===== src/rtl/mlu_seq.sv =====
// Multi-cycle bit-sliced MLU: processes one SLICE_W-bit slice per clock, LSB first,
// with a registered carry between slices and full-word C/Z/N/V flags on completion.
package common;
    localparam logic [2:0] MLU_ADD  = 3'd0;
    localparam logic [2:0] MLU_SUB  = 3'd1;
    localparam logic [2:0] MLU_AND  = 3'd2;
    localparam logic [2:0] MLU_OR   = 3'd3;
    localparam logic [2:0] MLU_XOR  = 3'd4;
    localparam logic [2:0] MLU_NOT  = 3'd5;
    localparam logic [2:0] MLU_ANOT = 3'd6;
    localparam logic [2:0] MLU_NOP1 = 3'd7;
endpackage

module mlu_seq #(
    parameter int WIDTH   = 32,
    parameter int SLICE_W = 4
) (
    input  logic             i_clk,
    input  logic             i_rst,
    input  logic             i_in_valid,
    output logic             o_in_ready,
    input  logic [2:0]       i_op,
    input  logic [WIDTH-1:0] i_a,
    input  logic [WIDTH-1:0] i_b,
    input  logic             i_c_in,
    output logic             o_out_valid,
    input  logic             i_out_ready,
    output logic [WIDTH-1:0] o_result,
    output logic             o_c_out,
    output logic             o_zero,
    output logic             o_neg,
    output logic             o_ovf,
    output logic             o_busy
);
    import common::*;

    localparam int NSLICES = WIDTH / SLICE_W;
    localparam int CW      = (NSLICES > 1) ? $clog2(NSLICES) : 1;
    localparam int SW1     = SLICE_W + 1;
    localparam logic [CW-1:0] LAST = CW'(NSLICES - 1);

    typedef enum logic [1:0] {S_IDLE, S_RUN, S_DONE} state_e;

    state_e             r_state;
    logic [CW-1:0]      r_cnt;
    logic [2:0]         r_op;
    logic [WIDTH-1:0]   r_a;
    logic [WIDTH-1:0]   r_b;
    logic               r_carry;
    logic [WIDTH-1:0]   r_result;
    logic               r_out_valid;
    logic               r_c_out;
    logic               r_zero;
    logic               r_neg;
    logic               r_ovf;
    logic               r_busy;

    logic [SLICE_W-1:0] w_a_sl;
    logic [SLICE_W-1:0] w_b_sl;
    logic [SLICE_W-1:0] w_bk_sl;
    logic [SW1-1:0]     w_sum;
    logic [SLICE_W-1:0] w_slice;
    logic               w_carry_next;
    logic               w_is_sub;
    logic               w_is_arith;
    logic               w_bk_msb;
    logic [WIDTH-1:0]   w_result_next;

    always_comb begin
        w_a_sl        = r_a[int'(r_cnt)*SLICE_W +: SLICE_W];
        w_b_sl        = r_b[int'(r_cnt)*SLICE_W +: SLICE_W];
        w_is_sub      = (r_op == MLU_SUB);
        w_is_arith    = (r_op == MLU_ADD) || w_is_sub;
        w_bk_sl       = w_is_sub ? ~w_b_sl : w_b_sl;
        w_sum         = {1'b0, w_a_sl} + {1'b0, w_bk_sl} + SW1'(r_carry);
        w_bk_msb      = w_is_sub ? ~r_b[WIDTH-1] : r_b[WIDTH-1];
        w_slice       = '0;
        w_carry_next  = r_carry;
        case (r_op)
            MLU_ADD, MLU_SUB: begin
                w_slice      = w_sum[SLICE_W-1:0];
                w_carry_next = w_sum[SLICE_W];
            end
            MLU_AND:  w_slice = w_a_sl & w_b_sl;
            MLU_OR:   w_slice = w_a_sl | w_b_sl;
            MLU_XOR:  w_slice = w_a_sl ^ w_b_sl;
            MLU_NOT:  w_slice = ~w_a_sl;
            MLU_ANOT: w_slice = w_a_sl & ~w_b_sl;
            default:  w_slice = '0;
        endcase
        w_result_next = r_result;
        w_result_next[int'(r_cnt)*SLICE_W +: SLICE_W] = w_slice;
    end

    // Flags are taken from w_result_next on the last RUN cycle, so they cover the final slice.
    always_ff @(posedge i_clk or posedge i_rst) begin
        if (i_rst) begin
            r_state     <= S_IDLE;
            r_cnt       <= '0;
            r_op        <= '0;
            r_a         <= '0;
            r_b         <= '0;
            r_carry     <= 1'b0;
            r_result    <= '0;
            r_out_valid <= 1'b0;
            r_c_out     <= 1'b0;
            r_zero      <= 1'b0;
            r_neg       <= 1'b0;
            r_ovf       <= 1'b0;
            r_busy      <= 1'b0;
        end else begin
            case (r_state)
                S_IDLE: begin
                    if (i_in_valid) begin
                        r_op     <= i_op;
                        r_a      <= i_a;
                        r_b      <= i_b;
                        r_carry  <= i_c_in;
                        r_cnt    <= '0;
                        r_result <= '0;
                        r_busy   <= 1'b1;
                        r_state  <= S_RUN;
                    end
                end
                S_RUN: begin
                    r_result <= w_result_next;
                    r_carry  <= w_carry_next;
                    if (r_cnt == LAST) begin
                        r_state     <= S_DONE;
                        r_out_valid <= 1'b1;
                        r_c_out     <= w_is_arith & w_carry_next;
                        r_zero      <= (w_result_next == '0);
                        r_neg       <= w_result_next[WIDTH-1];
                        r_ovf       <= w_is_arith && (r_a[WIDTH-1] == w_bk_msb) &&
                                       (w_result_next[WIDTH-1] != r_a[WIDTH-1]);
                    end else begin
                        r_cnt <= r_cnt + 1'b1;
                    end
                end
                S_DONE: begin
                    if (i_out_ready) begin
                        r_state     <= S_IDLE;
                        r_out_valid <= 1'b0;
                        r_busy      <= 1'b0;
                    end
                end
                default: r_state <= S_IDLE;
            endcase
        end
    end

    assign o_in_ready  = (r_state == S_IDLE) && !i_rst;
    assign o_out_valid = r_out_valid;
    assign o_result    = r_result;
    assign o_c_out     = r_c_out;
    assign o_zero      = r_zero;
    assign o_neg       = r_neg;
    assign o_ovf       = r_ovf;
    assign o_busy      = r_busy;

endmodule


===== config.mk =====
export PLATFORM = sky130hd
export DESIGN_NAME = mlu_seq
export DESIGN_NICKNAME = d
export VERILOG_FILES = /design/src/rtl/mlu_seq.sv
export SDC_FILE = /design/constraint.sdc
export NUM_CORES = 1
export LEC_CHECK = 0
export ABC_AREA = 1
export CORE_UTILIZATION = 40
export DETAILED_ROUTE_END_ITERATION = 10
export PLACE_DENSITY_LB_ADDON = 0.05
export SLEW_MARGIN = 20
export SYNTH_ARGS = -nofsm -noshare
export SYNTH_HDL_FRONTEND = slang
export SYNTH_SLANG_ARGS = --single-unit

===== constraint.sdc =====
create_clock -name i_clk -period 4 [get_ports i_clk]
set_clock_uncertainty 0.05 [all_clocks]
set_input_delay 0.6 -clock i_clk [delete_from_list [all_inputs] [get_ports i_clk]]
set_output_delay 0.6 -clock i_clk [all_outputs]
set_load 0.03 [all_outputs]

* Word level (Yosys, flattened, before mapping)
Cells that the tools add are included.
W data, S select, Z words.
** Storage, ports and cells
- Register bits after elaboration :: 111
- Output and inout port bits :: 39
- Input bits :: 72
- Logic and storage cells :: 84
** Operators by class
- Shifts and indexed selects :: 4
- Reductions and logical operators :: 19
- Add/subtract/negate cells :: 4
- Bitwise gates (word level) :: 8
- Muxes and demuxes :: 21
- Equal/unequal tests :: 15
** Operators by type and width (number)
- $pmux W32 S2 :: 1
- $shiftx A32 B6 Y4 :: 2
- $neg A5 Y33 :: 1
- $shift A4 B33 Y32 const A :: 1
- $shiftx A4 B33 Y32 :: 1
- $bwmux W32 :: 1
- $logic_not A32 Y1 :: 1
- $mux W32 :: 1
- $pmux W4 S6 :: 1
- $eq A3 B3 Y1 const B :: 4
- $reduce_and A3 Y1 :: 4
- $and A4 B4 Y4 :: 2
- $ne A2 B2 Y1 const B :: 4
- $not A4 Y4 :: 2
- $eq A3 B2 Y1 const B :: 2
- $mux W1 :: 6
- $mux W2 :: 3
- $mux W3 :: 2
- $pmux W1 S2 :: 3
- $pmux W2 S3 :: 1
- $pmux W3 S2 :: 1
- $reduce_and A2 Y1 :: 3
- $reduce_bool A2 Y1 :: 3
- $add A4 B4 Y5 :: 1
- other kinds (18) :: 20

* Depth between registers and ports, before layout
Gate-level depths: netlist (run 1).
- Word-level depth :: 10
- Gate-level depth with buffers :: 26
- Gate-level depth less buffers :: 24

* Worst setup path before layout (run 1)
No wires, ideal clock.
- Path kind :: flip-flop to flip-flop
- From :: register r_cnt[0]
- To :: register r_zero, in the netlist o_zero
- Period minus slack after synthesis :: 2.971 ns
- Cell stages (with the launch flop) :: 24
- Path slack :: 1.029 ns
- Arrival :: 2.856 ns
- Cell sequence :: dfrtp_1 -> buf_6 -> buf_6 -> nand2_1 -> nand3_1 -> nand3_1 -> nand2_2 -> xnor2_1 -> fa_1 -> inv_1 -> fa_1 -> nand2_1 -> o211ai_1 -> a21oi_2 -> nand2_2 -> nand3_2 -> nand2_1 -> nand2_1 -> nand2_1 -> nor2_1 -> nand2_1 -> nor2_1 -> nand2_1 -> nand2_1
** On the way
- Cells in the longest elaborated chain, start to end :: 9
- Elaborated cells on any way between the ends :: 19
- Those cells by class :: add/sub: 3; eq/ne: 1; shift: 4; mux: 3; bitwise: 6; reduce/logical: 2
** Ends and longest elaborated chain
- start: declaration :: RTL line 45 : logic [CW-1:0] r_cnt;
- start signal: assignment :: RTL line 137 : r_cnt <= r_cnt + 1'b1;
- $shiftx A32 B6 Y4 :: RTL line 71 : w_b_sl = r_b[int'(r_cnt)*SLICE_W +: SLICE_W];
- $not A4 Y4 :: RTL line 74, 88
- $mux W4 :: RTL line 74 : w_bk_sl = w_is_sub ? ~w_b_sl : w_b_sl;
- $add A4 B4 Y5 :: RTL line 75 : w_sum = {1'b0, w_a_sl} + {1'b0, w_bk_sl} + SW1'(r_carry);
- $add A5 B1 Y5 :: RTL line 75
- $pmux W4 S6 :: RTL line 79 : case (r_op)
- $shiftx A4 B33 Y32 :: RTL line 92 : w_result_next[int'(r_cnt)*SLICE_W +: SLICE_W] = w_slice;
- $bwmux W32 :: RTL line 92
- $logic_not A32 Y1 :: RTL line 132 : r_zero <= (w_result_next == '0);
- end signal: assignment :: RTL line 132
- end: declaration :: RTL line 53 : logic r_zero;
Parallel ways exist; a longest one is shown, timed or not.
A chain may end at the register's enable or synchronous reset.

* Worst setup path after layout (run 1)
- From :: register r_cnt[1]
- To :: register r_zero, in the netlist o_zero
The elaborated chain is that of the path after synthesis.

==> metrics.csv, run 1 <==
stage;metric;value;unit
power;Comb pwr share;61.7;%
sta;final-report hold violation count;0;
placement;Detailed Place HPWL;12.5;mm
synthesis;Synth cell types;36;
cts;CTS Buf Count;9;
synthesis;Post-Syn Nets;919;
power;sw frac;49.9;%
sta;Final Critical Period;3560;ps
routing;Total Wirelength;16.8;mm
routing;Pre-Repair DR Iteration Count;8;
power;Net Switching;3.55;mW
floorplanning;Die W;127;um
critical_path;reg-to-reg startpoint;r_cnt[1];
synthesis;Mapped Avg Cell Area;7.46;sq um
routing;ANT nets after route;0;
routing;highest metal used;met4;
cells_and_area;synthesis-to-finish area growth;24.0;%
grt;grt ovf;0;
cts;clk_lat worst skew;360;ps
floorplanning;DIE AREA;0.0161;sq mm
critical_path;CP max FO;10;
synthesis;Synth Warn #;0;
grt;largest net degree at the start of global routing;120;
cts;Worst-path clk slew;80;ps
sta;Slew HR;27.0;%
worst_hold_path;Hold Path Origin;o_neg;
placement;Routability Congestion;0.878;
placement;Post-Place Worst Slack;393;ps
routing;WL met1;9.02;mm
critical_path;Max stage delay on crit path;580;ps
cells_and_area;layout cells sized above 1;7.38;%
cts;Resized cells post-CTS;0;
sta;fmax;281;MHz
synthesis;top-area cell type share of the netlist area;44.6;%
critical_path;worst setup path startpoint;r_cnt[1];
cts;Max clock buf depth;2;
critical_path;crit path DAT;3810;ps
power;maximum VDD drop;0.376;mV
placement;port buffer count;110;
power;reported leakage power;3.70;nW
flow_run;max cap viols;0;
synthesis;synthesis-stage register bit count;111;
cts;htree depth;3;
floorplanning;FP Rows;45;
synthesis;Synth Instances;834;
cells_and_area;n_diodes;0;
critical_path;worst-path cell chain;buf_4, nand3_1, nand3_1, nand2_1, fa_1, inv_1, fa_1, nand2_1, o211ai_1, a21oi_2, nand2_2, nand3_2, nand2_1, nand2_1, nand2_1, nor2_1, nand2_1, nor2_1, nand2_1, nand2_1;
cells_and_area;Final nets;1015;
grt;initial antenna violation count;0;
power;power share of the clock group;12.6;%
sta;Final TNS setup;0;ps
critical_path;nature of the critical path startpoint;register;
sta;Final period util;89.0;%
power;Int Pwr;3.57;mW
synthesis;Synth area leader;dfrtp_1;
cts;CTS tree;done;
power;sequential share of power;25.8;%
sta;Worst Max-Slew Pin Slew;1090;ps
floorplanning;# IOs;111;
sta;RSZ-0062 raised after global routing;false;
critical_path;most used cell, CP;nand2_1;
routing;via count;5522;
sta;Setup WS post-layout;440;ps
cells_and_area;Fill cells;1493;
floorplanning;die span in y;127;um
sta;max-slew violation count;0;
cts;clk sinks;111;
synthesis;Area contributors post-synth;dfrtp_1 (45%), nand2_1 (17%), inv_1 (7.2%);
critical_path;slowest cell on the critical path;dfrtp_1;
floorplanning;CORE AREA;0.0152;sq mm
cts;Hold Buf Count CTS;0;
run_status;status;finished clean;
routing;DR iter-0 viols;337;
cts;Clock Root Buffer;clkbuf_16;
routing;routed len/inst;14.9;um
routing;Vias per Instance;4.92;
grt;GRT Overall Usage;22.3;%
worst_hold_path;Hold Crit Class;register to register;
power;PD cells;922;mW/mm^2
synthesis;mapped cell area;0.00622;sq mm
synthesis;Seq/Total Area, Yosys;44.6;%
floorplanning;initial core utilization;40.9;%
routing;metal3 WL;512;um
routing;met2 routed WL;7.01;mm
grt;first-pass GRT wire length;28.0;mm
critical_path;CP Capture Type;register;
routing;DRC;0;
sta;Final setup viols;0;
critical_path;Req. time, crit path;4250;ps
grt;vias in the first global route;5441;
cts;postcts setup bufs;0;
critical_path;Setup CP Type;register to register;
placed cells by master, fill, tap and decap left out, drive strengths merged, types with 2 or more instances in the layout:
cell           synthesis  layout
a21oi                  4       4
a22o                   4       4
buf                   14      11
clkbuf                22      10
clkdlybuf4s50          0     110
clkinv                 1       2
dfrtp                111     111
fa                     2       2
ha                    11      11
inv                  126     130
nand2                292     292
nand3                 74      74
nand4                  5       5
nor2                  40      40
nor3                   7       7
o211ai                 3       3
o21ai                 87      87
o22ai                 21      21
xor2                   4       4
power by group through the flow:
stage                     Clock, mW  Combinational (mW)  Sequential, mW
after floorplan                   0                2.97            2.06
after global placement            0                4.39            1.85
after detailed placement          0                4.37            1.86
after CTS                     0.915                4.40            1.84
after global routing          0.956                4.95            1.89
final                         0.894                4.39            1.83
metrics by stage:
stage	std cells	power, mW	instance area [sq um]	utilization, %	hold slack, ps
2_1_floorplan	834	5.04	6220	-	454
3_3_place_gp	1107	6.24	7430	48.9	425
3_5_place_dp	1107	6.23	7430	48.9	439
4_1_cts	1123	7.15	7720	50.8	454
5_1_grt	1123	7.80	7720	50.8	486
6_report	1123	7.11	7720	50.8	454
synth_stat cells:
master	count
clkbuf_1	22
nor2_2	3
ha_1	11
o221ai_1	1
xnor2_1	1
inv_1	120
clkinv_1	1
xor2_1	4
o22ai_1	21
a21oi_2	1
nor2_1	37
buf_8	1
nor3_1	3
o211ai_1	3
fa_1	2
inv_2	4
nand3b_1	1
nand2_1	278
nand2_2	14
a21oi_4	1
buf_6	11
inv_4	1
a22o_1	4
inv_8	1
o21ai_0	83
dfrtp_1	111
o31ai_1	1
nand3_2	10
a211oi_1	1
nand3_1	64
buf_2	2
nor4_4	1
nor3_2	4
nand4_1	5
a21oi_1	2
o21ai_1	4
sequential cells by signal, indices dropped and copies added (netlist names):
| name | cells |
|---|---|
| o_result | 32 |
| r_a | 32 |
| r_b | 32 |
| r_cnt | 3 |
| r_op | 3 |
| r_state | 2 |
| o_busy | 1 |
| o_c_out | 1 |
| o_neg | 1 |
| o_out_valid | 1 |
| o_ovf | 1 |
| o_zero | 1 |
| r_carry | 1 |
cells by family (layout without fill, tap and decap cells):
logic type | Yosys count | in the layout | share of synthesized area, %
DFF | 111 | 111 | 44.6
and+or+nand+nor | 420 | 420 | 29.3
adders and majority gates | 13 | 13 | 2.85
xor gates and xnor gates | 5 | 5 | 0.703
AOI/OAI and AO/OA | 122 | 122 | 11.0
buffers and inverters | 163 | 264 | 11.5
layer usage:
layer / up-vias / global-route usage, %
li1: 2814 / -
met1: 2577 / 34.3
met2: 114 / 32.5
met5: - / 0
met3: 17 / 2.57
met4: 0 / 7.21
critical path, delay by kind of cell, from the launching register on:
| family | cells | cell delay (ps) |
|---|---|---|
| AND/OR/NAND/NOR | 14 | 1420 |
| adder cells (fa/ha/maj) | 2 | 830 |
| flip-flops | 1 | 580 |
| AO/OA/AOI/OAI | 2 | 260 |
| buffers and inverters | 2 | 350 |
worst paths after layout:
path	slack (ps)	cells past startpoint	to
min	450	2	o_neg
max	440	20	o_zero
min reg2reg	450	2	o_neg
max reg2reg	440	20	o_zero
max in group asynchronous	2480	3	r_b[9]
min in group asynchronous	670	2	o_out_valid
cell type report:
class / instances / area, sq um / share of cell area (%)
inverter: 127 / 490 / 6.36
tap: 188 / 235 / 3.05
multi-input combinational: 560 / 2730 / 35.4
timing repair buffer: 121 / 1200 / 15.5
sequential: 111 / 2780 / 36.0
clock buffer: 10 / 239 / 3.10
clock inverter: 6 / 50.0 / 0.649
No activity file was read; power rests on OpenSTA's default activity.
==> inputs of run 2 (changes only) <==
Settings changed: GPL_TIMING_DRIVEN set to 0.
==> metrics.csv, run 2 (synthesis results as in run 1) <==
stage;metric;value;unit;change
sta;fmax;268;MHz;was 281 MHz
cts;Clock Root Buffer;clkbuf_16;;unchanged
cts;clk_lat worst skew;360;ps;about the same
critical_path;reg-to-reg startpoint;r_cnt[1];;unchanged
floorplanning;initial core utilization;40.9;%;unchanged
critical_path;FF-to-FF setup slack;270;ps;was 440 ps
sta;Fin Hold WS;441;ps;was 454 ps
floorplanning;# IOs;111;;unchanged
power;reported leakage power;3.80;nW;was 3.70 nW
routing;Pre-Repair DR Iteration Count;5;;was 8
sta;final-report hold violation count;0;;unchanged
cells_and_area;leading cell type in the layout, fill and taps excluded;nand2_1;;unchanged
grt;initial antenna violation count;0;;unchanged
floorplanning;CORE AREA;0.0152;sq mm;unchanged
floorplanning;DIE AREA;0.0161;sq mm;unchanged
floorplanning;die span in y;127;um;unchanged
critical_path;Setup CP Type;register to register;;unchanged
critical_path;nature of the critical path startpoint;register;;unchanged
sta;Final Critical Period;3730;ps;was 3560 ps
critical_path;worst path bufs/invs;4;;was 2
cts;CTS Buf Count;9;;unchanged
critical_path;worst r2r dst;o_zero;;unchanged
placement;Routability Congestion;0.878;;about the same
sta;Setup WS post-layout;273;ps;was 440 ps
critical_path;CP Capture Type;register;;unchanged
cts;htree depth;3;;unchanged
critical_path;Crit path depth;22;;was 20
routing;ANT nets after route;0;;unchanged
routing;DRC;0;;unchanged
routing;routed len/inst;15.0;um;was 14.9 um
placement;port buffer count;110;;unchanged
cells_and_area;Final Core Density;52.4;%;was 50.8%
cts;Max clock buf depth;2;;unchanged
cts;clk sinks;111;;unchanged
sta;Final TNS setup;0;ps;unchanged
critical_path;worst-path cell chain;buf_6, inv_4, buf_6, nand3_1, nand3_1, nand2_1, fa_1, inv_1, fa_1, nand2_1, o211ai_1, a21oi_2, nand2_2, nand3_2, nand2_1, nand2_1, nand2_1, nor2_1, nand2_1, nor2_2, nand2_1, nand2_1;;was buf_4, nand3_1, nand3_1, nand2_1, fa_1, inv_1, fa_1, nand2_1, o211ai_1, a21oi_2, nand2_2, nand3_2, nand2_1, nand2_1, nand2_1, nor2_1, nand2_1, nor2_1, nand2_1, nand2_1
sta;Final setup viols;0;;unchanged
critical_path;Register-to-Register Path Depth;22;;was 20
run_status;status;finished clean;;unchanged
cells_and_area;n_diodes;0;;unchanged
sta;max-slew violation count;0;;unchanged
sta;Slew HR;60.2;%;was 27.0%
critical_path;delay-heaviest family, CP;simple AND/OR/NAND/NOR gates;;unchanged
cells_and_area;most frequent cells in the layout;nand2_1 (278), inv_1 (119), dfrtp_1 (111);;unchanged
cts;Hold Buf Count CTS;0;;unchanged
placement;Placed Instance Area;0.00759;sq mm;was 0.00743 sq mm
critical_path;worst setup path startpoint;r_cnt[1];;unchanged
cells_and_area;layout cells sized above 1;7.60;%;was 7.38%
flow_run;max cap viols;0;;unchanged
power;PD cells;939;mW/mm^2;was 922 mW/mm^2
grt;first-pass GRT wire length;27.8;mm;was 28.0 mm
floorplanning;FP Rows;45;;unchanged
routing;Total Wirelength;17.2;mm;was 16.8 mm
sta;RSZ-0062 raised after global routing;false;;unchanged
worst_hold_path;Hold Crit Class;register to register;;unchanged
placement;Post-Place Worst Slack;263;ps;was 393 ps
critical_path;CP max FO;10;;unchanged
power;maximum VDD drop;0.411;mV;was 0.376 mV
cells_and_area;Final Instance Area;0.00797;sq mm;was 0.00772 sq mm
routing;via count;5602;;was 5522
critical_path;most used cell, CP;nand2_1;;unchanged
floorplanning;Die W;127;um;unchanged
grt;GRT Overall Usage;22.7;%;was 22.3%
critical_path;Req. time, crit path;4240;ps;was 4250 ps
critical_path;Max stage delay on crit path;430;ps;was 580 ps
cells_and_area;Fill cells;1516;;was 1493
routing;Vias per Instance;4.88;;was 4.92
cts;Worst-path clk slew;70;ps;was 80 ps
sta;Final period util;93.2;%;was 89.0%
grt;largest net degree at the start of global routing;65;;was 120
critical_path;slowest cell on the critical path;fa_1;;was dfrtp_1
routing;DR iter-0 viols;374;;was 337
cells_and_area;Final nets;1041;;was 1015
critical_path;Critical path destination;o_zero;;unchanged
placement;Detailed Place HPWL;12.6;mm;was 12.5 mm
grt;vias in the first global route;5314;;was 5441
cts;CTS tree;done;;unchanged
critical_path;crit path DAT;3970;ps;was 3810 ps
cells_and_area;synthesis-to-finish area growth;28.0;%;was 24.0%
grt;grt ovf;0;;unchanged
sta;Worst Max-Slew Pin Slew;597;ps;was 1090 ps
-- run 2: changes by cell type in the layout (fill, tap and decap cells not counted), moves of 2 or more --
cell       change
clkinv_2       -2
bufinv_16      +4
nor2_2         +2
buf_6         +11
clkbuf_1      +22
nor2_1         -2
buf_4         -10
-- run 2: where the power goes --
group          internal, mW  switching, mW
combinational          1.60           2.94
sequential             1.61          0.209
clock                 0.692          0.424
-- run 2: area by class of cell --
class	instances	area, sq um	share of cell area [%]
Buffer	36	234	2.94
Clock buffer	10	239	3.00
Clock inverter	5	129	1.62
Inverter	127	492	6.17
Multi-Input combinational cell	560	2730	34.3
Sequential cell	111	2780	34.9
Tap cell	188	235	2.95
Timing Repair Buffer	111	1130	14.2
-- run 2: metal layers --
metal / wire, um / GRT usage (%) / vias to the layer above
met4: 209 / 6.37 / 0
met3: 823 / 4.30 / 14
li1: - / - / 2877
met5: 0 / 0 / -
met1: 8760 / 33.4 / 2560
met2: 7390 / 34.1 / 151
-- run 2: how the worst min path moves through the flow --
| stage | end | cells after the start | slack [ps] | startpoint |
|---|---|---|---|---|
| 2_1_floorplan | r_b[0] | 2 | 450 | r_b[0] |
| 3_3_place_gp | o_zero | 2 | 420 | o_zero |
| 3_5_place_dp | o_zero | 2 | 430 | o_zero |
| 4_1_cts | o_zero | 2 | 440 | o_zero |
| 5_1_grt | o_busy | 2 | 480 | o_busy |
| 6_report | o_zero | 2 | 440 | o_zero |
-- run 2: metrics by stage --
stage / cells / total power, mW
final: 1148 / 7.48
after global routing: 1148 / 8.13
after CTS: 1148 / 7.49
after detailed placement: 1133 / 6.34
after global placement: 1132 / 6.28
after floorplan: 834 / 5.04
-- run 2: worst min-delay path, stage by stage (launching register included) --
cell and delay [ps]:
dfrtp_1 350, nand2_1 60, nand2_1 60
-- run 2: repair_timing --
| item | in CTS | in global routing |
|---|---|---|
| setup endpoints to repair | 0 | 1 |
| buffers inserted | 0 | 0 |
| gates resized for setup | 0 | 3 |
==> inputs of run 3 (changes only) <==
Settings changed: CORE_MARGIN set to 2.
==> metrics.csv, run 3 (synthesis results as in run 1) <==
stage;metric;value;unit;change
floorplanning;initial core utilization;40.9;%;unchanged
cells_and_area;most frequent cells in the layout;nand2_1 (277), inv_1 (119), dfrtp_1 (111);;was nand2_1 (278), inv_1 (119), dfrtp_1 (111)
sta;Final TNS setup;0;ps;unchanged
cts;CTS tree;done;;unchanged
sta;Final period util;94.0;%;was 93.2%
routing;DRC;0;;unchanged
sta;Fin Hold WS;441;ps;about the same
sta;Setup WS post-layout;241;ps;was 273 ps
grt;first-pass GRT wire length;28.0;mm;was 27.8 mm
grt;GRT Overall Usage;21.8;%;was 22.7%
power;maximum VDD drop;0.356;mV;was 0.411 mV
routing;routed len/inst;14.8;um;was 15.0 um
power;Net Switching;3.55;mW;was 3.57 mW
floorplanning;# IOs;111;;unchanged
cts;clk sinks;111;;unchanged
power;PD cells;925;mW/mm^2;was 939 mW/mm^2
cells_and_area;leading cell type in the layout, fill and taps excluded;nand2_1;;unchanged
cts;clk_lat worst skew;350;ps;was 360 ps
floorplanning;die span in y;129;um;was 127 um
placement;Post-Place Worst Slack;313;ps;was 263 ps
power;Overall Power;7.32;mW;was 7.48 mW
sta;Worst Max-Slew Pin Slew;598;ps;was 597 ps
cts;htree depth;3;;unchanged
sta;Slew HR;60.1;%;was 60.2%
placement;Placed Instance Area;0.00759;sq mm;unchanged
sta;Final setup viols;0;;unchanged
placement;Routability Congestion;0.891;;was 0.878
placement;placed cells;1133;;unchanged
sta;final-report hold violation count;0;;unchanged
floorplanning;Die W;129;um;was 127 um
cells_and_area;Final nets;1041;;unchanged
sta;RSZ-0062 raised after global routing;false;;unchanged
critical_path;CP max FO;10;;unchanged
cells_and_area;post-route non-filler standard cell count;1148;;unchanged
critical_path;Req. time, crit path;4240;ps;about the same
cells_and_area;layout cells sized above 1;7.50;%;was 7.60%
grt;vias in the first global route;5411;;was 5314
critical_path;Setup CP Type;register to register;;unchanged
cells_and_area;Final Core Density;52.0;%;was 52.4%
power;sequential share of power;24.9;%;was 24.4%
cts;Max clock buf depth;2;;unchanged
placement;port buffer count;110;;unchanged
cts;Worst-path clk slew;70;ps;about the same
cts;postcts setup bufs;0;;unchanged
critical_path;nature of the critical path startpoint;register;;unchanged
power;reported leakage power;3.78;nW;was 3.80 nW
power;Comb pwr share;62.0;%;was 60.7%
cells_and_area;n_diodes;0;;unchanged
routing;ANT nets after route;0;;unchanged
routing;DR iter-0 viols;448;;was 374
sta;max-slew violation count;0;;unchanged
routing;via count;5664;;was 5602
floorplanning;DIE AREA;0.0166;sq mm;was 0.0161 sq mm
flow_run;max cap viols;0;;unchanged
grt;largest net degree at the start of global routing;58;;was 65
power;Int Pwr;3.77;mW;was 3.91 mW
cells_and_area;Final Instance Area;0.00791;sq mm;was 0.00797 sq mm
cells_and_area;synthesis-to-finish area growth;27.1;%;was 28.0%
cts;CTS Buf Count;9;;unchanged
run_status;status;finished clean;;unchanged
sta;fmax;266;MHz;was 268 MHz
worst_hold_path;Hold Crit Class;register to register;;unchanged
cts;Clock Root Buffer;clkbuf_16;;unchanged
worst_hold_path;hold path depth;2;;unchanged
grt;initial antenna violation count;0;;unchanged
floorplanning;CORE AREA;0.0152;sq mm;unchanged
floorplanning;FP Rows;45;;unchanged
critical_path;crit path DAT;4000;ps;was 3970 ps
power;sw frac;48.4;%;was 47.7%
routing;Pre-Repair DR Iteration Count;6;;was 5
sta;Final Critical Period;3760;ps;was 3730 ps
power;power share of the clock group;13.2;%;was 14.9%
grt;grt ovf;0;;unchanged
routing;Total Wirelength;17.0;mm;was 17.2 mm
critical_path;Register-to-Register Path Depth;24;;was 22
placement;Detailed Place HPWL;12.6;mm;about the same
critical_path;CP Capture Type;register;;unchanged
routing;Vias per Instance;4.93;;was 4.88
-- run 3: critical path, cell delays in order, from the launching register on --
cell	delay [ps]
dfrtp_1	390
buf_6	150
inv_8	70
buf_6	160
nand2_1	60
nand3_1	90
nand3_1	150
nand2_2	140
xnor2_1	100
fa_1	370
inv_1	100
fa_1	420
nand2_1	90
o211ai_1	110
a21oi_2	170
nand2_2	120
nand3_2	130
nand2_1	80
nand2_1	90
nand2_1	50
nor2_1	120
nand2_1	70
nor2_1	230
nand2_1	90
nand2_1	80
-- run 3: cell type report --
class,count,area [sq um]
Fill cell,1553,7290
Tap cell,188,235
Multi-Input combinational cell,560,2730
Inverter,127,492
Timing Repair Buffer,111,1130
Buffer,36,231
Sequential cell,111,2780
Clock buffer,11,243
Clock inverter,4,70.1
-- run 3: path summary, 6_finish.rpt --
kind,from,to,slack [ps]
min in group asynchronous,i_rst,r_state[1],640
worst min register to register,o_neg,o_neg,440
worst min-delay path,o_neg,o_neg,440
max in group asynchronous,i_rst,r_b[10],2590
worst max-delay path,r_cnt[0],o_zero,240
worst max register to register,r_cnt[0],o_zero,240
-- run 3: timing repair --
action | 4_1_cts | 5_1_grt
hold endpoints to repair | 0 | 0
endpoints found under the setup margin | 0 | 1
hold buffers | 0 | 0
resized for setup | 0 | 2
-- run 3: routing by layer --
layer	vias to the layer above	global-route usage [%]	routed length [um]
met1	2602	33.3	8720
met4	0	6.01	233
met3	18	2.99	836
met5	-	0	0
met2	158	32.6	7240
li1	2886	-	-
-- run 3: power groups by stage --
| stage | registers [mW] | clock network, mW | logic (mW) |
|---|---|---|---|
| 2_1_floorplan | 2.06 | 0 | 2.97 |
| 3_3_place_gp | 1.84 | 0 | 4.45 |
| 3_5_place_dp | 1.84 | 0 | 4.48 |
| 6_report | 1.82 | 0.965 | 4.54 |
| 5_1_grt | 1.87 | 1.03 | 5.09 |
| 4_1_cts | 1.82 | 0.986 | 4.52 |
==> patch 1, RTL diff (flow settings as in run 3) <==
Reset style: synchronous (`i_rst`), changed in one clocked block.
--- a/src/rtl/mlu_seq.sv
+++ b/src/rtl/mlu_seq.sv
@@ -95,3 +95,3 @@
     // Flags are taken from w_result_next on the last RUN cycle, so they cover the final slice.
-    always_ff @(posedge i_clk or posedge i_rst) begin
+    always_ff @(posedge i_clk) begin
         if (i_rst) begin
Check against the original RTL: differs if i_rst is asserted again (counterexample within 4 cycles, from zero or initial values and one cycle with i_rst high); with i_rst held inactive, the same outputs for 4 cycles.
==> patch 1 against run 3 <==
Sequential share of layout area decreased by 6.2 points; first-iteration DRC count decreased by 2.5%; synthesized area decreased by 2.8%; cell area decreased by 2.8%; cell count increased by 4.4%; wire length increased by 8.1%; worst setup slack improved by 180 ps; sequential cell count unchanged; critical path type unchanged; core utilization increased by 0.45 points.
Power is not compared: it rests on default switching activity, and its combinational part moved more than twofold at a synthesized area within 25%.
==> patch 1: results (changes against run 3) <==
[yosys]
syn-num-nets=974  ; was 919
synth_ff_type=dfxtp_1  ; was dfrtp_1
yosys-top-cells-area=dfxtp_1 (37%), nand2_1 (14%), a211oi_1 (7.9%)  ; was dfrtp_1 (45%), nand2_1 (17%), inv_1 (7.2%)
synthAdderAreaFrac=0.02937  ; was 0.02854
synth_compound_area_frac=0.1375  ; was 0.1097
synth_top_cells_by_count=nand2_1 (220), nor2_1 (112), dfxtp_1 (111), inv_1 (94), nand3_1 (89)  ; was nand2_1 (278), inv_1 (120), dfrtp_1 (111), o21ai_0 (83), nand3_1 (64)
yosysUniqueCellTypes=41  ; was 36
synthXorXnorAreaFrac=0.008687  ; was 0.007035
synthCells=889  ; was 834
async_flop_share=0  ; was 1.000

[worst_hold_path]
hold_class=reg2reg  ; unchanged
whs_endpoint=o_c_out  ; was o_neg
hp-start=o_c_out  ; was o_neg

[final_layout]
regArea_mm2=0.002222  ; was 0.002778 mm2
buffer_area_frac=0.1748  ; was 0.1719
drive_above_1_share=0.08580  ; was 0.07500
fillCellCount=1512  ; was 1553
n_sequential_cell=111  ; unchanged
multi_input_area_mm2=0.003181  ; was 0.002734 mm2
nets=1094  ; was 1041
final-clk-cell-share=0.04085  ; was 0.03954
fin_cells=1198  ; was 1148
clkbuf_count=10  ; was 11
inverters_excl_clock=103  ; was 127
multi_input_gates=629  ; was 560
nNonClkBuffers=155  ; was 147

[grt]
grt_use_total=0.2381  ; was 0.2184
grt_max_degree=20  ; was 58
grt_pass1_vias=5821  ; was 5411
grt_pass1_wl_um=30290  ; was 27970 um

[place]
place_hpwl_um=13820  ; was 12630 um
gp_congestion=0.8742  ; was 0.8905
dp_slack_ps=409.3  ; was 313.3 ps
io_buffer_count=109  ; was 110
place_area_mm2=0.007371  ; was 0.007594 mm2

[setup_path]
crit_arrival_ps=3820  ; was 4000 ps
reg2reg_from=r_cnt[1]  ; was r_cnt[0]
endpoint=o_zero  ; unchanged
regToRegSetupSlack_ps=420  ; was 240 ps

[sta]
relSlewSlack=0.4742  ; was 0.6012
holdWs_ps=415.8  ; was 440.6 ps
fin_crit_sh=0.8960  ; was 0.9398

[detailed_routing]
drt_wl_total_um=18400  ; was 17030 um

[floorplanning]
nWellTaps=184  ; was 188

[outcome]
status=finished, final reports clean  ; unchanged

## patch 1: layer usage
| layer | up-vias | routed length [um] | global-route usage |
|---|---|---|---|
| met5 | - | 0 | 0 |
| li1 | 3120 | - | - |
| met1 | 2692 | 9320 | 0.3515 |
| met4 | 0 | 256 | 0.05753 |
| met3 | 20 | 927 | 0.04020 |
| met2 | 142 | 7897 | 0.3631 |
## patch 1: worst max-delay path, cell delays in order, from the launching register on
cell and delay [ps]:
dfxtp_1 330, buf_4 200, clkbuf_4 270, nand3_1 110, nand3_1 140, nand2_2 100, xnor2_1 170, fa_1 190
inv_1 60, fa_1 380, nor2_1 120, nor2_1 50, nand2_1 60, nand3_1 70, a21oi_2 130, nand2_1 150
nand2_1 90, nand2_1 70, nand2_1 70, nand3_1 60, nor2_1 240, nand2_1 80, nor2_1 120, nand2_1 80
a21oi_2 110
==> patch 2, RTL diff (config.mk and constraints of run 3) <==
Without the edit above. `SLICE_W`: 4 -> 8.
--- a/src/rtl/mlu_seq.sv
+++ b/src/rtl/mlu_seq.sv
@@ -15,3 +15,3 @@
     parameter int WIDTH   = 32,
-    parameter int SLICE_W = 4
+    parameter int SLICE_W = 8
 ) (
Formal check against the unedited RTL: not equivalent (a bounded check fails within 4 cycles, from zero or initial values and one cycle with i_rst high).
==> patch 2 against run 3 <==
Non-clock buffer count decreased by 5; via count decreased by 0.25%; cell area grew 4.2%; sequential cell count shrank 1; wire length is 7.3% higher; worst setup slack gained 72 ps; synthesized area rose by 4.7%; worst hold slack lost 11 ps; power up 8.5%; largest cell class is now multi-input gates; highest routed layer unchanged.
==> patch 2: results (changes against run 3) <==
[outcome]
status=finished, final reports clean  ; unchanged

[setup_path]
crit_arrival_ps=3940  ; was 4000 ps
max_stage_delay_ps=440  ; was 420 ps
crit_type=reg2reg  ; unchanged
reg2reg_from=r_cnt[0]  ; unchanged
crit_fanout=10  ; unchanged
slowest_stage=dfrtp_1  ; was fa_1
path_delay_family=simple AND/OR/NAND/NOR gates  ; unchanged

[cts]
cts-root-buf=clkbuf_16  ; unchanged
htreeDepth=3  ; unchanged
clk_latency_ps=360
postCtsSetupRepairBufs=0  ; unchanged
clk_pin_slew_ps=80
clockBufferDepth=2  ; unchanged
numCtsBuffers=9  ; unchanged

[place]
place_area_mm2=0.007921  ; was 0.007594 mm2
gp_congestion=0.8764  ; was 0.8905
place_hpwl_um=13970  ; was 12630 um
dp_slack_ps=0.04796  ; was 313.3 ps
io_buffer_count=110  ; unchanged

[yosys]
yosysUniqueCellTypes=40  ; was 36
syn-num-nets=845  ; was 919
yosys-top-cells-area=dfrtp_1 (42%), nand2_1 (11%), mux2_2 (11%)  ; was dfrtp_1 (45%), nand2_1 (17%), inv_1 (7.2%)
yosysWarnings=0  ; unchanged
synth_top_cells_by_count=nand2_1 (194), dfrtp_1 (110), nand3_1 (72), mux2_2 (63), inv_1 (55)  ; was nand2_1 (278), inv_1 (120), dfrtp_1 (111), o21ai_0 (83), nand3_1 (64)
synth_seq_area_share=0.4223  ; was 0.4462

[detailed_routing]
drt_iter0_markers=381  ; was 448
via_per_inst=5.174  ; was 4.934
wire_per_inst_um=16.73  ; was 14.83 um
drt_pass1_iterations=5  ; was 6

[grt]
grt_use_total=0.2182  ; was 0.2184
grt_pass1_vias=5533  ; was 5411
antenna_found_initial=0  ; unchanged
grt_pass1_wl_um=29750  ; was 27970 um
grt_max_degree=79  ; was 58

[sta]
worst_slew_pin_slew_ps=690.1  ; was 598.1 ps

[power]
ir_worst_vdd_mv=0.4119  ; was 0.3555 mV
p_leak_nw=3.842  ; was 3.775 nW
swShare=0.4912  ; was 0.4845

[final_layout]
antenna_cells=0  ; unchanged
nets=967  ; was 1041
drive_above_1_share=0.1701  ; was 0.07500

[job]
cap_viol_max_count=0  ; unchanged

[worst_hold_path]
hp-start=o_ovf  ; was o_neg
hold_class=reg2reg  ; unchanged

patch 2: cell count changes after synthesis, moves of 14 or more:
cell,delta
nand2_1,-84
mux2_2,+63
o21ai_0,-61
a21oi_1,+16
inv_1,-65
o22ai_1,-14
nand4_1,+16
patch 2: layout make-up:
class	instances	area (um2)
sequential	110	2753
inverter	63	251.5
timing repair buffer	111	1129
multi-input combinational	546	3329
clock buffer	11	252.7
buffer	31	206.4
fill	1532	7639
clock inverter	4	55.05
tap	216	270.3
patch 2: kinds of logic after synthesis:
kind of cell	share of synthesized area
AO/OA/AOI/OAI	0.07161
buffers and inverters	0.06911
multiplexers	0.1089
XOR/XNOR	0.01210
flip-flops	0.4223
adder cells (fa/ha/maj)	0.04646
AND/OR/NAND/NOR	0.2695
patch 2: final timing paths:
| check | end | slack [ps] | cells past startpoint |
|---|---|---|---|
| min | o_ovf | 430 | 2 |
| max in group asynchronous | r_a[27] | 2640 | 3 |
| min in group asynchronous | r_state[1] | 560 | 2 |
| max | o_zero | 310 | 23 |
| max reg2reg | o_zero | 310 | 23 |
| min reg2reg | o_ovf | 430 | 2 |
patch 2: timing repair:
action	4_1_cts	5_1_grt
setup endpoints to repair	1	1
hold endpoints to repair	0	0
gates resized for setup	1	4
patch 2: stage by stage:
| stage | cells | util |
|---|---|---|
| final | 1092 | 0.5191 |
| after global routing | 1092 | 0.5191 |
| after CTS | 1092 | 0.5182 |
| after detailed placement | 1077 | 0.4987 |
| after global placement | 1076 | 0.4966 |
| after floorplan | 750 | - |
patch 2: worst min-delay path: cells and delay by family, from the launching register on:
family | cells | cell delay (ps)
flops | 1 | 340
simple gates | 2 | 100
patch 2: power by group through the flow:
| stage | Sequential, mW | Combinational (mW) | Clock [mW] |
|---|---|---|---|
| after floorplan | 2.12 | 3.37 | 0 |
| after global placement | 1.94 | 4.92 | 0 |
| after detailed placement | 1.95 | 5.03 | 0 |
| after CTS | 1.93 | 5.05 | 0.984 |
| after global routing | 2.00 | 5.64 | 1.02 |
| final | 1.93 | 5.06 | 0.955 |
patch 2: metal layers:
metal | wire (um) | part of all wire | global-route usage
met5 | 0 | 0 | 0
met4 | 231 | 0.013 | 0.06824
met3 | 930 | 0.051 | 0.03125
met2 | 8428 | 0.46 | 0.3479
met1 | 8685 | 0.48 | 0.3070
